## src/rtl/rv32i_types.sv

```systemverilog
// Shared RV32I front-end types: fetch queue entry, fetch FSM states and
// the default reset fetch address.
package rv32i_types;

  localparam logic [31:0] RESET_PC_DEFAULT = 32'h0000_0060;

  typedef struct packed {
    logic [31:0] pc;
    logic [31:0] instr;
  } fetch_entry_t;

  typedef enum logic [1:0] {
    IDLE   = 2'd0,
    FETCH  = 2'd1,
    FULL   = 2'd2,
    SQUASH = 2'd3
  } fetch_state_t;

endpackage

```

## src/rtl/instruction_fetch_if.sv

```systemverilog
// Fetch-stage bus: instruction-memory read port, redirect input and the
// valid/ready instruction queue towards decode.
interface instruction_fetch_if #(
  parameter int QUEUE_DEPTH = 4
);
  localparam int CW = $clog2(QUEUE_DEPTH) + 1;

  logic          imem_read;
  logic [31:0]   imem_address;
  logic          imem_resp;
  logic [31:0]   imem_rdata;
  logic          redirect;
  logic [31:0]   redirect_pc;
  logic          iq_valid;
  logic          iq_ready;
  logic [31:0]   iq_instr;
  logic [31:0]   iq_pc;
  logic [CW-1:0] iq_count;

  modport master (
    output imem_read, imem_address, iq_valid, iq_instr, iq_pc, iq_count,
    input  imem_resp, imem_rdata, redirect, redirect_pc, iq_ready
  );

  modport slave (
    input  imem_read, imem_address, iq_valid, iq_instr, iq_pc, iq_count,
    output imem_resp, imem_rdata, redirect, redirect_pc, iq_ready
  );
endinterface

```

## src/rtl/instruction_fetch_queue.sv

```systemverilog
// In-order FIFO of fetched {pc, instr} entries; flush beats push and pop.
module fetch_queue
  import rv32i_types::*;
#(
  parameter int DEPTH = 4,
  localparam int AW = $clog2(DEPTH),
  localparam int CW = AW + 1
) (
  input  logic         clk,
  input  logic         rst,
  input  logic         push,
  input  fetch_entry_t push_data,
  input  logic         pop,
  input  logic         flush,
  output fetch_entry_t head,
  output logic [CW-1:0] count,
  output logic         full,
  output logic         empty
);

  fetch_entry_t  mem [DEPTH];
  logic [AW-1:0] head_ptr;
  logic [AW-1:0] tail_ptr;
  logic [CW-1:0] count_q;

  // Storage is reset so the decode outputs read as zero out of reset.
  always_ff @(posedge clk or negedge rst) begin
    if (!rst) begin
      head_ptr <= '0;
      tail_ptr <= '0;
      count_q  <= '0;
      for (int i = 0; i < DEPTH; i++) mem[i] <= '0;
    end else if (flush) begin
      head_ptr <= '0;
      tail_ptr <= '0;
      count_q  <= '0;
    end else begin
      if (push) begin
        mem[tail_ptr] <= push_data;
        tail_ptr      <= tail_ptr + 1'b1;
      end
      if (pop) head_ptr <= head_ptr + 1'b1;
      count_q <= count_q + CW'(push) - CW'(pop);
    end
  end

  assign head  = mem[head_ptr];
  assign count = count_q;
  assign full  = (count_q == CW'(DEPTH));
  assign empty = (count_q == '0);

endmodule

```

## src/rtl/instruction_fetch.sv

```systemverilog
// Fetch stage: PC register, single-outstanding imem read FSM and decode queue.
// Define FETCH_BYPASS_EN to forward a response straight to decode when the queue is empty.
module instruction_fetch
  import rv32i_types::*;
#(
  parameter int          QUEUE_DEPTH = 4,
  parameter logic [31:0] RESET_PC    = RESET_PC_DEFAULT
) (
  input logic                 clk,
  input logic                 rst,
  instruction_fetch_if.master bus
);

  localparam int CW = $clog2(QUEUE_DEPTH) + 1;

  fetch_state_t  state, state_next;
  logic [31:0]   fetch_pc;
  logic [31:0]   squash_addr;
  logic          read_en;
  logic          push;
  logic          pop;
  logic          bypass_hit;
  logic          bypass_take;
  logic [CW-1:0] count_after;
  fetch_entry_t  q_head;
  logic [CW-1:0] q_count;
  logic          q_full;
  logic          q_empty;

  fetch_queue #(.DEPTH(QUEUE_DEPTH)) u_queue (
    .clk       (clk),
    .rst       (rst),
    .push      (push),
    .push_data ({fetch_pc, bus.imem_rdata}),
    .pop       (pop),
    .flush     (bus.redirect),
    .head      (q_head),
    .count     (q_count),
    .full      (q_full),
    .empty     (q_empty)
  );

`ifdef FETCH_BYPASS_EN
  assign bypass_hit = (state == FETCH) && bus.imem_resp && !bus.redirect && q_empty;
  assign bus.iq_valid = !q_empty || bypass_hit;
  assign bus.iq_instr = bypass_hit ? bus.imem_rdata : q_head.instr;
  assign bus.iq_pc    = bypass_hit ? fetch_pc : q_head.pc;
`else
  assign bypass_hit   = 1'b0;
  assign bus.iq_valid = !q_empty;
  assign bus.iq_instr = q_head.instr;
  assign bus.iq_pc    = q_head.pc;
`endif

  assign bypass_take = bypass_hit && bus.iq_ready;
  assign pop         = bus.iq_ready && !q_empty && !bus.redirect;
  assign count_after = q_count + CW'(push) - CW'(pop);

  always_ff @(posedge clk or negedge rst) begin
    if (!rst) state <= IDLE;
    else      state <= state_next;
  end

  always_comb begin
    state_next = state;
    read_en    = 1'b0;
    push       = 1'b0;
    case (state)
      IDLE: state_next = FETCH;
      FETCH: begin
        read_en = !q_full;
        if (bus.redirect) begin
          state_next = bus.imem_resp ? FETCH : SQUASH;
        end else if (bus.imem_resp) begin
          push = !bypass_take;
          if (count_after == CW'(QUEUE_DEPTH)) state_next = FULL;
        end
      end
      FULL: begin
        if (bus.redirect || pop) state_next = FETCH;
      end
      SQUASH: begin
        read_en = 1'b1;
        if (bus.imem_resp) state_next = FETCH;
      end
      default: state_next = IDLE;
    endcase
  end

  // squash_addr holds the abandoned request's address until its response drains.
  always_ff @(posedge clk or negedge rst) begin
    if (!rst) begin
      fetch_pc    <= RESET_PC;
      squash_addr <= RESET_PC;
    end else begin
      if (bus.redirect)
        fetch_pc <= bus.redirect_pc;
      else if (state == FETCH && bus.imem_resp)
        fetch_pc <= fetch_pc + 32'd4;
      if (state == FETCH && bus.redirect && !bus.imem_resp)
        squash_addr <= fetch_pc;
    end
  end

  assign bus.imem_read    = read_en;
  assign bus.imem_address = (state == SQUASH) ? squash_addr : fetch_pc;
  assign bus.iq_count     = q_count;

endmodule

```

## src/flat_wrapper.sv

```systemverilog
// flat-port wrapper written by rule: the top's interface ports become plain ports
module instruction_fetch_flat import rv32i_types::*;
#(
  parameter int          QUEUE_DEPTH = 4,
  parameter logic [31:0] RESET_PC    = RESET_PC_DEFAULT
)
  (clk, rst, bus_imem_read, bus_imem_address, bus_iq_valid, bus_iq_instr, bus_iq_pc, bus_iq_count, bus_imem_resp, bus_imem_rdata, bus_redirect, bus_redirect_pc, bus_iq_ready);
  instruction_fetch_if #(.QUEUE_DEPTH(QUEUE_DEPTH)) bus_i ();
  input logic clk;
  input logic rst;
  output wire logic [$bits(bus_i.imem_read)-1:0] bus_imem_read;
  output wire logic [$bits(bus_i.imem_address)-1:0] bus_imem_address;
  output wire logic [$bits(bus_i.iq_valid)-1:0] bus_iq_valid;
  output wire logic [$bits(bus_i.iq_instr)-1:0] bus_iq_instr;
  output wire logic [$bits(bus_i.iq_pc)-1:0] bus_iq_pc;
  output wire logic [$bits(bus_i.iq_count)-1:0] bus_iq_count;
  input wire logic [$bits(bus_i.imem_resp)-1:0] bus_imem_resp;
  input wire logic [$bits(bus_i.imem_rdata)-1:0] bus_imem_rdata;
  input wire logic [$bits(bus_i.redirect)-1:0] bus_redirect;
  input wire logic [$bits(bus_i.redirect_pc)-1:0] bus_redirect_pc;
  input wire logic [$bits(bus_i.iq_ready)-1:0] bus_iq_ready;
  assign bus_imem_read = bus_i.imem_read;
  assign bus_imem_address = bus_i.imem_address;
  assign bus_iq_valid = bus_i.iq_valid;
  assign bus_iq_instr = bus_i.iq_instr;
  assign bus_iq_pc = bus_i.iq_pc;
  assign bus_iq_count = bus_i.iq_count;
  assign bus_i.imem_resp = bus_imem_resp;
  assign bus_i.imem_rdata = bus_imem_rdata;
  assign bus_i.redirect = bus_redirect;
  assign bus_i.redirect_pc = bus_redirect_pc;
  assign bus_i.iq_ready = bus_iq_ready;
  instruction_fetch #(.QUEUE_DEPTH(QUEUE_DEPTH), .RESET_PC(RESET_PC)) u_core (.clk(clk), .rst(rst), .bus(bus_i));
endmodule
```

## config.mk

```make
export PLATFORM = sky130hd
export DESIGN_NAME = instruction_fetch_flat
export DESIGN_NICKNAME = d
export VERILOG_FILES = /design/src/rtl/rv32i_types.sv /design/src/rtl/instruction_fetch_if.sv /design/src/rtl/instruction_fetch_queue.sv /design/src/rtl/instruction_fetch.sv /design/src/flat_wrapper.sv
export SDC_FILE = /design/constraint.sdc
export NUM_CORES = 1
export LEC_CHECK = 0
export ABC_CLOCK_PERIOD_IN_PS = 3000
export BUFFER_PORTS_ARGS = -buffer_cell sky130_fd_sc_hd__buf_4
export CELL_PAD_IN_SITES_DETAIL_PLACEMENT = 1
export CELL_PAD_IN_SITES_GLOBAL_PLACEMENT = 2
export CORE_ASPECT_RATIO = 1.75
export CORE_MARGIN = 4
export CORE_UTILIZATION = 43
export CTS_BUF_LIST = sky130_fd_sc_hd__clkbuf_4
export DETAILED_ROUTE_END_ITERATION = 16
export GPL_TIMING_DRIVEN = 0
export PLACE_DENSITY_LB_ADDON = 0.05
export SETUP_SLACK_MARGIN = 0.15
export SKIP_LAST_GASP = 1
export SYNTH_ARGS = -nofsm -noshare
export SYNTH_HDL_FRONTEND = slang
export SYNTH_SLANG_ARGS = --single-unit
```

## constraint.sdc

```tcl
create_clock -name clk -period 3 [get_ports clk]
set_input_delay 0.6 -clock clk [delete_from_list [all_inputs] [get_ports clk]]
set_output_delay 0.6 -clock clk [all_outputs]
set_load 0.05 [all_outputs]
```

==> reports/results.ini, run 1 <==
[status]
status = finished, final reports clean

[worst_setup_path]
critPathMaxStageDelay_ns = 0.53
cp_data_required_time_ns = 2.40
start_kind = flop
timing_worst_setup_path_type = flop to primary output
worst_path_max_delay_cell = mux4_2
crit_path_frequent_cell = buf_12
cp.buffers_inverters = 3
crit_path_cell_trace = buf_12 -> buf_12 -> mux4_2 -> buf_4
cp_top_family = buffers and inverters
endpoint_kind = primary output
arrival_ns = 2.23
crit_fanout = 10

[timing]
worst_pin_slew_ns = 0.9512
rsz0062_at_grt = true
skew_ns = 0.04347
slew_viol_final = 0
max_freq_mhz = 353.2
hold_viol_final = 0
min_period_ns = 2.831
setup_viol = 0
relSlewSlack_pct = 36.00
post-route-period-util_pct = 94.38

[synth]
synthArstFlopShare_pct = 100.0
synth_edf_count = 0
syn_avg_cell_area_um2 = 14.83
yosysSeqAreaShare_pct = 54.98
ys.flop_type = dfrtp_1
synth_cells = 1010
syn_nets = 1087
ys_seq_elements = 329
ys_types = 48
synth_warnings = 0
synth.cell_area_um2 = 14980

[route]
wl_per_cell_um = 21.56
dr.pass1.iters = 4
drt_iter0_drc = 259
drt-total-wl_um = 38460
vias = 9565
drc = 0
ant_nets = 0
viasPerCell = 5.362

[final_layout]
area_delta_synth_final_pct = 21.74
drive_gt1_share_pct = 55.03
instances_no_fill = 1784
nNetsFinal = 1351

[cts]
root_buffer = clkbuf_4
cts_sinks = 329
clk_pin_slew_ns = 0.06
clk_path_buf_depth = 3
clkLatencyLatePin_ns = 0.75
cts_tree = built
htreeDepth = 3
cts_made_buffers = 80

[global_routing]
grt_usage_pct = 20.78
grt_pass1_vias = 10720
antenna_found_initial = 1
grt_first_pass_wirelength_um = 60820
grt_start_max_net_pins = 107
grt-ovfl-total = 0

[die]
ios = 170
core_area_um2 = 34460
die_height_um = 254.9
die-area_um2 = 38010
initial_core_util_pct = 43.48
core.rowCount = 90
die_x_um = 149.1

[power]
leakagePower_nw = 8.231
power_mw = 19.74
ir_worst_vdd_v = 0.0004944
power_density_nw_per_um2 = 1082

[placed_design]
gp_congestion = 0.7701
place_inst = 1642
place_hpwl_um = 26730
io_buffers = 169

[hold_path]
min_path_type = primary input to flop

[run]
drv_cap = 0

[through the flow]
step                setup WS, ns  setup TNS (ns)  hold slack (ns)  utilization (%)  area [um2]
floorplan                 0.3309               0           0.3044                -       14980
global placement          -1.857         -596.07           0.4811            48.83       16830
detailed placement       -0.2440          -1.331           0.4881            49.10       16920
CTS                      0.01601               0         0.008985            52.29       18020
global route             0.06657               0          0.03334            52.93       18240
finish                    0.1687               0          0.07775            52.93       18240
[cells in the final DEF, fill, tap and decap left out, types with 4 or more instances in the layout]
master,Yosys,final
nand2_1,34,33
xnor2_1,9,9
ha_1,7,7
o31a_1,7,7
clkbuf_4,0,118
nand3_1,13,13
inv_1,12,12
nor4_1,5,5
buf_12,0,6
buf_4,0,163
buf_2,12,8
o31ai_1,8,8
a31oi_1,9,9
clkinv_1,1,10
or4_1,13,13
dfstp_2,4,4
mux2_2,322,322
nor2_1,21,20
o21ai_0,14,14
o211ai_1,4,4
clkbuf_1,58,54
buf_6,1,21
nand4_1,12,12
dfrtp_1,325,322
and3_1,5,5
mux4_2,64,64
[path summary, 6_finish.rpt]
path                                                        startpoint                                   to  slack, ns  cells after the start
worst min-delay path                               bus_redirect_pc[16]      u_core.fetch_pc[16]$_DFFE_PN0N_       0.08                      3
min in group asynchronous                                          rst  u_core.u_queue.mem[209]$_DFFE_PN0P_       0.34                      2
max in group asynchronous                                          rst       u_core.fetch_pc[6]$_DFFE_PN1N_       0.98                      5
worst max register to register       u_core.u_queue.count[0]$_DFF_PN0_          u_core.state[1]$_DFFE_PN0P_       0.38                     11
worst max-delay path            u_core.u_queue.head_ptr[0]$_DFFE_PN0P_                         bus_iq_pc[4]       0.17                      4
worst min register to register      u_core.u_queue.mem[82]$_DFFE_PN0P_   u_core.u_queue.mem[82]$_DFFE_PN0P_       0.50                      1
[flip-flops by register name, indices dropped and copies added (netlist names)]
name                     flops
u_core.u_queue.mem         256
u_core.squash_addr          32
u_core.u_queue.head_ptr      2
u_core.u_queue.count         3
u_core.fetch_pc             32
u_core.u_queue.tail_ptr      2
u_core.state                 2
[routing by layer]
layer	up-vias	track usage [%]	part of all wire, %
met1	5011	24.10	39
met5	-	0	0
met2	193	38.67	56
met4	0	6.099	1.7
met3	52	4.128	3.9
li1	4309	-	-
[final cells by class]
| class | instances | area (um2) |
|---|---|---|
| inverter | 13 | 48.80 |
| antenna | 3 | 7.507 |
| timing repair buffer | 182 | 1534 |
| buffer | 84 | 478.0 |
| fill | 3496 | 16220 |
| multi-input combinational | 584 | 6379 |
| clock buffer | 117 | 878.3 |
| sequential | 329 | 8242 |
| clock inverter | 12 | 97.59 |
| tap | 460 | 575.6 |
[cell families after synthesis]
logic type,synth area share [%]
adders and majority gates,0.7181
buffers and inverters,2.589
muxes,33.89
AOI/OAI and AO/OA,2.330
DFF,54.98
and+or+nand+nor,4.643
xor gates and xnor gates,0.8518
[Yosys cell counts, types with 9 or more instances]
master    instances  share of area [%]
xnor2_1           9               0.53
buf_1            12               0.30
buf_2            12               0.40
nand3_1          13               0.43
mux4_2           64                9.6
nand2_1          34               0.85
dfrtp_1         325                 54
or4_1            13               0.65
o21ai_0          14               0.47
mux2_2          322                 24
a31oi_1           9               0.38
nor2_1           21               0.53
nand4_1          12               0.50
clkbuf_1         58                1.5
inv_1            12               0.30
[worst reg2reg max path, stage by stage (launching register included)]
cell and delay [ns]:
dfrtp_1 0.47, o31a_1 0.39, and2_1 0.18, ha_1 0.26, inv_1 0.05, ha_1 0.12, inv_1 0.04, fa_1 0.36
xnor3_1 0.25, nor4b_2 0.06, o21ai_0 0.24, nand2_1 0.08
[report_power, final]
part	internal [mW]	switching [mW]	leakage [nW]
clock	1.94	1.73	0.585
sequential	6.04	0.816	4.14
combinational	4.03	5.19	3.51
total	12.0	7.73	8.23
[what timing repair did]
| action | 4_1_cts | 5_1_grt |
|---|---|---|
| resized for setup | 53 | 32 |
| buffers inserted | 0 | 8 |
| endpoints found under the setup margin | 94 | 66 |
| hold buffers | 1 | 0 |
| endpoints found under the hold margin | 39 | 0 |
| cloned | 0 | 1 |
(Power assumes the default switching activity.)
==> run 2, diff against run 1 <==
--- a/config.mk
+++ b/config.mk
@@ -15,7 +15,8 @@
 export CTS_BUF_LIST = sky130_fd_sc_hd__clkbuf_4
 export DETAILED_ROUTE_END_ITERATION = 16
 export GPL_TIMING_DRIVEN = 0
-export PLACE_DENSITY_LB_ADDON = 0.05
+export PLACE_DENSITY_LB_ADDON = 0.1
+export RECOVER_POWER = 100
 export SETUP_SLACK_MARGIN = 0.15
 export SKIP_LAST_GASP = 1
 export SYNTH_ARGS = -nofsm -noshare
==> run 2 against run 1 <==
Against the previous run: first-iteration DRC count increased by 28%; register-to-register slack got worse by 0.21 ns; routed wire length increased by 1.5%; final area decreased by 0.11%; sequential share of layout area about the same; critical endpoint is now bus_iq_pc[5]; largest power group unchanged; highest routed layer is now met5.
==> reports/results.ini, run 2 (synthesis results as in run 1) <==
[cts]
root_buffer = clkbuf_4
cts_made_buffers = 82  ; +2.5%
htreeDepth = 3  ; unchanged
cts_sinks = 329  ; unchanged
cts_tree = built
clkLatencyLatePin_ns = 0.74  ; about the same
clk_path_buf_depth = 3  ; unchanged
clk_pin_slew_ns = 0.06  ; about the same

[final_layout]
area_delta_synth_final_pct = 21.60
final_cell_mix = dfrtp_1 (323), mux2_2 (321), clkbuf_4 (153)
largest_register_ffs = 256  ; unchanged
instances_no_fill = 1785  ; +0.056%
top_register = u_core.u_queue.mem
fillers = 3536  ; +1.1%
fin_util_pct = 52.88  ; -0.058 points
top_regs = u_core.u_queue.mem (256), u_core.fetch_pc (32), u_core.squash_addr (32)
layout_commonest_cell = dfrtp_1
nNetsFinal = 1353  ; +0.15%
drive_gt1_share_pct = 54.28  ; -0.76 points

[route]
drt-total-wl_um = 39020  ; +1.5%
drc = 0  ; unchanged
routed-wl-met2_um = 21670  ; +1.4%
drt_iter0_drc = 332  ; +28%
ant_nets = 0  ; unchanged
wl_per_cell_um = 21.86  ; +1.4%
vias = 9640  ; +0.78%
viasPerCell = 5.401  ; +0.73%
wl_met1_um = 14890  ; -0.36%
top_layer = met5
dr_wl_met3_um = 1554  ; +4.2%
dr.pass1.iters = 4  ; unchanged

[timing]
rsz0062_at_grt = true
setup_viol = 0  ; unchanged
max_freq_mhz = 349.3  ; -1.1%
skew_ns = 0.02168  ; -0.02179 ns
slew_viol_final = 0  ; unchanged
min_period_ns = 2.863  ; +0.03184 ns
hold_viol_final = 0  ; unchanged
post-route-period-util_pct = 95.44  ; +1.1 points
relSlewSlack_pct = 7.285  ; -29 points
worst_pin_slew_ns = 1.371  ; +0.4202 ns

[power]
pwr-share-comb_pct = 46.9  ; +0.2 points
internal-power_mw = 11.95  ; -0.52%
seqPwrFrac_pct = 34.8  ; about the same
clkPwrFrac_pct = 18.3  ; -0.3 points
leakagePower_nw = 8.200  ; -0.37%
ir_worst_vdd_v = 0.0005823  ; +18%
power_density_nw_per_um2 = 1082  ; about the same
switching_share_pct = 39.42  ; +0.25 points
p_sw_mw = 7.775  ; +0.53%

[worst_setup_path]
worstSetupPathDepth = 4  ; unchanged
cp_top_family = buffers and inverters
crit_end = bus_iq_pc[5]
worst_path_max_delay_cell = mux4_2
start_kind = flop
arrival_ns = 2.26  ; +0.03 ns
ff2ff_setup_slack_ns = 0.17  ; -0.21 ns
crit_fanout = 7  ; -3
worst_r2r_path_depth = 3  ; -8
endpoint_kind = primary output
startpoint = u_core.u_queue.head_ptr[0]$_DFFE_PN0P_
r2r_start = u_core.state[1]$_DFFE_PN0P_
reg2reg_to = u_core.squash_addr[10]$_DFFE_PN0P_
cp_data_required_time_ns = 2.40  ; about the same
cp.buffers_inverters = 3  ; unchanged
timing_worst_setup_path_type = flop to primary output
critPathMaxStageDelay_ns = 0.54  ; about the same
crit_path_cell_trace = buf_12 -> buf_16 -> mux4_2 -> buf_4

[global_routing]
grt_first_pass_wirelength_um = 61510  ; +1.1%
grt_start_max_net_pins = 119  ; +11%
grt_usage_pct = 21.00  ; +0.22 points
grt_pass1_vias = 10930  ; +1.9%
antenna_found_initial = 4  ; +3
grt-ovfl-total = 0  ; unchanged

[die]
die-area_um2 = 38010  ; unchanged
core.rowCount = 90  ; unchanged
core_area_um2 = 34460  ; unchanged
die_x_um = 149.1  ; unchanged
initial_core_util_pct = 43.48  ; unchanged
die_height_um = 254.9  ; unchanged
ios = 170  ; unchanged

[placed_design]
gp_congestion = 0.7630  ; -0.92%
place_inst = 1641  ; -0.061%
io_buffers = 169  ; unchanged
place_hpwl_um = 26560  ; -0.64%

[run]
drv_cap = 0  ; unchanged

[status]
status = finished, final reports clean

[hold_path]
min_path_type = primary input to flop

-- run 2: layout make-up --
cell class              count  area [um2]  share of cell area [%]
diodes                      4       10.01                 0.05494
plain buffers              84       488.0                   2.678
clock buffers             118       885.9                   4.862
clock inverters            11       68.82                  0.3777
inverters                  13       48.80                  0.2678
multi-input cells         584        6362                   34.92
flip-flops and latches    329        8240                   45.23
well taps                 460       575.6                   3.159
repair buffers            182        1540                   8.454
-- run 2: power groups by stage --
stage          clock (mW)  sequential, mW  combinational (mW)
6_report             3.61            6.86                9.25
5_1_grt              4.02            7.06                9.80
4_1_cts              3.77            6.86                9.54
3_5_place_dp            0            6.94                8.94
3_3_place_gp            0            6.83                8.80
2_1_floorplan           0            6.66                6.65
-- run 2: tightest hold or removal path: cells and delay by family --
kind | cells | cell delay (ns)
and+or+nand+nor | 2 | 0.10
buffers and inverters | 1 | 0.08
-- run 2: per-stage QoR --
step	hold slack, ns	instance area [um2]	total power [mW]	setup TNS [ns]	worst slack [ns]
finish	0.08971	18220	19.72	0	0.1369
global route	0.02821	18220	20.88	0	0.008294
floorplan	0.3044	14980	13.32	0	0.3309
detailed placement	0.4876	16890	15.88	-2.697	-0.3122
global placement	0.4811	16830	15.62	-599.93	-1.888
CTS	0.02033	18220	20.17	0	0.03672
-- run 2: repair_timing --
item	CTS	global route
setup buffers	3	2
cloned	1	4
resized for setup	107	26
hold buffers	1	0
hold endpoints to repair	96	0
setup endpoints to repair	96	81
-- run 2: how the worst min path moves through the flow --
stage / start / end / slack (ns) / depth (start not counted)
2_1_floorplan: rst / u_core.fetch_pc[0]$_DFFE_PN0P_ / 0.30 / 0
3_3_place_gp: u_core.u_queue.mem[94]$_DFFE_PN0P_ / u_core.u_queue.mem[94]$_DFFE_PN0P_ / 0.48 / 1
3_5_place_dp: u_core.u_queue.mem[113]$_DFFE_PN0P_ / u_core.u_queue.mem[113]$_DFFE_PN0P_ / 0.49 / 1
4_1_cts: bus_redirect_pc[16] / u_core.fetch_pc[16]$_DFFE_PN0N_ / 0.02 / 3
5_1_grt: bus_redirect_pc[1] / u_core.fetch_pc[1]$_DFFE_PN0P_ / 0.03 / 2
6_report: bus_redirect_pc[14] / u_core.fetch_pc[14]$_DFFE_PN0N_ / 0.09 / 3
-- run 2: per-layer routing --
layer / track usage (%) / up-vias
met1: 23.84 / 5040
met4: 7.487 / 2
met5: 0 / -
met2: 38.90 / 221
met3: 4.287 / 62
li1: - / 4315
==> run 3, diff against run 2 <==
--- a/config.mk
+++ b/config.mk
@@ -5,13 +5,13 @@
 export SDC_FILE = /design/constraint.sdc
 export NUM_CORES = 1
 export LEC_CHECK = 0
-export ABC_CLOCK_PERIOD_IN_PS = 3000
+export ABC_CLOCK_PERIOD_IN_PS = 3550
 export BUFFER_PORTS_ARGS = -buffer_cell sky130_fd_sc_hd__buf_4
 export CELL_PAD_IN_SITES_DETAIL_PLACEMENT = 1
 export CELL_PAD_IN_SITES_GLOBAL_PLACEMENT = 2
 export CORE_ASPECT_RATIO = 1.75
 export CORE_MARGIN = 4
-export CORE_UTILIZATION = 43
+export CORE_UTILIZATION = 47
 export CTS_BUF_LIST = sky130_fd_sc_hd__clkbuf_4
 export DETAILED_ROUTE_END_ITERATION = 16
 export GPL_TIMING_DRIVEN = 0
@@ -19,6 +19,7 @@
 export RECOVER_POWER = 100
 export SETUP_SLACK_MARGIN = 0.15
 export SKIP_LAST_GASP = 1
+export SLEW_MARGIN = 20
 export SYNTH_ARGS = -nofsm -noshare
 export SYNTH_HDL_FRONTEND = slang
 export SYNTH_SLANG_ARGS = --single-unit
==> constraint.sdc (replaced) <==
create_clock -name clk -period 3.55 [get_ports clk]
set_input_delay 0.71 -clock clk [delete_from_list [all_inputs] [get_ports clk]]
set_output_delay 0.71 -clock clk [all_outputs]
set_load 0.05 [all_outputs]
==> run 3 against run 2 <==
Against the previous run: critical path depth is the same; register-to-register slack gained 0.56 ns; flip-flop and latch count is the same; routed wire length shrank 2.6%; setup slack gained 0.13 ns.
==> reports/results.ini, run 3 (synthesis results as in run 1) <==
[final_layout]
layout_commonest_cell = dfrtp_1
drive_gt1_share_pct = 52.91  ; -1.4 points
final_cell_mix = dfrtp_1 (325), mux2_2 (315), clkbuf_4 (130)
largest_register_ffs = 256  ; unchanged
fin_area_um2 = 17640  ; -3.2%
top_regs = u_core.u_queue.mem (256), u_core.fetch_pc (32), u_core.squash_addr (32)
nNetsFinal = 1344  ; -0.67%
top_register = u_core.u_queue.mem
area_delta_synth_final_pct = 17.75

[route]
wl_per_cell_um = 22.08  ; +1.0%
drt-total-wl_um = 38000  ; -2.6%
dr.pass1.iters = 4  ; unchanged
viasPerCell = 5.575  ; +3.2%
drt_iter0_drc = 253  ; -24%
ant_nets = 0  ; unchanged
vias = 9595  ; -0.47%
drc = 0  ; unchanged

[hold_path]
hold_depth = 3  ; unchanged
min_path_type = primary input to flop
min_from = bus_redirect_pc[14]
hold_end = u_core.fetch_pc[14]$_DFFE_PN0N_

[worst_setup_path]
cp.buffers_inverters = 3  ; unchanged
timing_worst_setup_path_type = flop to primary output
ff2ff_setup_slack_ns = 0.73  ; +0.56 ns
critPathMaxStageDelay_ns = 0.55  ; about the same
crit_path_cell_trace = clkbuf_4 -> clkbuf_4 -> mux4_2 -> clkbuf_2
worstSetupPathDepth = 4  ; unchanged
r2r_start = u_core.state[1]$_DFFE_PN0P_
worst_r2r_path_depth = 12  ; +9
cp_data_required_time_ns = 2.84  ; +0.44 ns
start_kind = flop
endpoint_kind = primary output
reg2reg_to = u_core.state[1]$_DFFE_PN0P_
cp_top_family = buffers and inverters
worst_path_max_delay_cell = mux4_2
crit_fanout = 10  ; +3
arrival_ns = 2.57  ; +0.31 ns
crit_path_frequent_cell = clkbuf_4

[power]
seqPwrFrac_pct = 36.2  ; +1.4 points
internal-power_mw = 9.510  ; -20%
pwr-share-comb_pct = 43.9  ; -3.0 points
switching_share_pct = 40.54  ; +1.1 points
leakagePower_nw = 8.042  ; -1.9%
p_sw_mw = 6.483  ; -17%
power_density_nw_per_um2 = 906.4  ; -16%
ir_worst_vdd_v = 0.0005128  ; -12%
clkPwrFrac_pct = 19.8  ; +1.5 points

[global_routing]
grt_pass1_vias = 10860  ; -0.61%
antenna_found_initial = 3  ; -1
grt_usage_pct = 22.46  ; +1.5 points
grt-ovfl-total = 0  ; unchanged
grt_first_pass_wirelength_um = 60420  ; -1.8%
grt_start_max_net_pins = 102  ; -14%

[die]
ios = 170  ; unchanged
die_x_um = 143.0  ; -4.1%
die-area_um2 = 34910  ; -8.2%
die_height_um = 244.2  ; -4.2%
core.rowCount = 86  ; -4.4%
core_area_um2 = 31530  ; -8.5%
initial_core_util_pct = 47.52  ; +4.0 points

[timing]
fin_ws_ns = 0.2679  ; +0.1310 ns
whs_ns = 0.1683  ; +0.07859 ns
worst_pin_slew_ns = 1.365  ; -0.006688 ns
slew_viol_final = 0  ; unchanged
max_freq_mhz = 304.7
hold_viol_final = 0  ; unchanged
setup_viol = 0  ; unchanged
relSlewSlack_pct = 9.019  ; +1.7 points
post-route-period-util_pct = 92.45
min_period_ns = 3.282
skew_ns = 0.02807  ; +0.006399 ns
rsz0062_at_grt = false

[cts]
cts_tree = built
clk_pin_slew_ns = 0.07  ; about the same
htreeDepth = 3  ; unchanged
cts_setup_buffers = 0  ; -3
cts_made_buffers = 82  ; unchanged
clkLatencyLatePin_ns = 0.75  ; about the same
root_buffer = clkbuf_4
clk_path_buf_depth = 3  ; unchanged
cts_sinks = 329  ; unchanged

[status]
status = finished, final reports clean

[placed_design]
placed_area_um2 = 16840  ; -0.31%
place_hpwl_um = 26360  ; -0.78%
io_buffers = 169  ; unchanged
dp_slack_ns = 0.2399  ; +0.5521 ns
gp_congestion = 0.7921  ; +3.8%

[run]
drv_cap = 0  ; unchanged

run 3: changes by cell type in the layout (fill, tap and decap cells not counted), moves of 3 or more:
cell	change
buf_2	+6
mux2_2	-6
clkbuf_2	+77
buf_6	-14
clkbuf_4	-23
buf_4	-42
buf_12	-5
clkbuf_1	+7
buf_16	-3
clkbuf_16	-4
mux2_1	+6
run 3: metal layers:
metal  GRT usage [%]  up-vias  wire, um
li1                -     4299         -
met1           25.91     5012     14410
met2           41.09      215     21030
met3           4.344       69      1636
met4           7.694        0       919
met5               0        -         0
run 3: how the worst max path moves through the flow:
stage                                           startpoint                                  to  slack [ns]
floorplan                                     bus_redirect         u_core.state[0]$_DFFE_PN0P_        0.83
global placement                                       rst  u_core.squash_addr[18]$_DFFE_PN0P_       -1.34
detailed placement                            bus_redirect         u_core.state[0]$_DFFE_PN0P_        0.24
CTS                 u_core.u_queue.head_ptr[0]$_DFFE_PN0P_                        bus_iq_pc[3]        0.09
global route        u_core.u_queue.head_ptr[0]$_DFFE_PN0P_                       bus_iq_pc[11]        0.07
finish              u_core.u_queue.head_ptr[0]$_DFFE_PN0P_                        bus_iq_pc[8]        0.27
run 3: area by class of cell:
cell class                 count  area (um2)
buffer                        84       374.1
multi-input combinational    584        6347
timing repair buffer         173        1109
fill                        3161       13880
tap                          396       495.5
clock buffer                 127       953.4
antenna                        4       10.01
sequential                   329        8238
inverter                      13       48.80
clock inverter                11       67.56
run 3: timing repair:
action,4_1_cts,5_1_grt
hold endpoints to repair,46,0
gates resized for setup,21,2
endpoints found under the setup margin,94,38
hold buffers,1,0
run 3: power groups by stage:
stage	registers, mW	clock network (mW)	logic [mW]
final	5.79	3.17	7.03
after global routing	5.96	3.51	7.45
after CTS	5.80	3.32	7.59
after detailed placement	5.87	0	7.55
after global placement	5.76	0	7.41
after floorplan	5.63	0	5.62
run 3: worst register-to-register path, stage by stage (launching register included):
cell and delay [ns]:
dfrtp_1 0.46, nand3b_4 0.26, nor2_1 0.33, inv_1 0.09
ha_1 0.30, inv_1 0.06, ha_1 0.14, inv_1 0.05
fa_1 0.36, xnor3_1 0.21, nor4b_1 0.26, o21ai_0 0.16
nand2_1 0.07
run 3: metrics by stage:
step	TNS (ns)	instances	util [%]	power, mW
after floorplan	0	1010	-	11.25
after global placement	-416.88	1575	53.12	13.16
after detailed placement	0	1578	53.41	13.42
after CTS	0	1717	56.79	16.71
after global routing	0	1720	55.95	16.92
final	0	1721	55.96	15.99
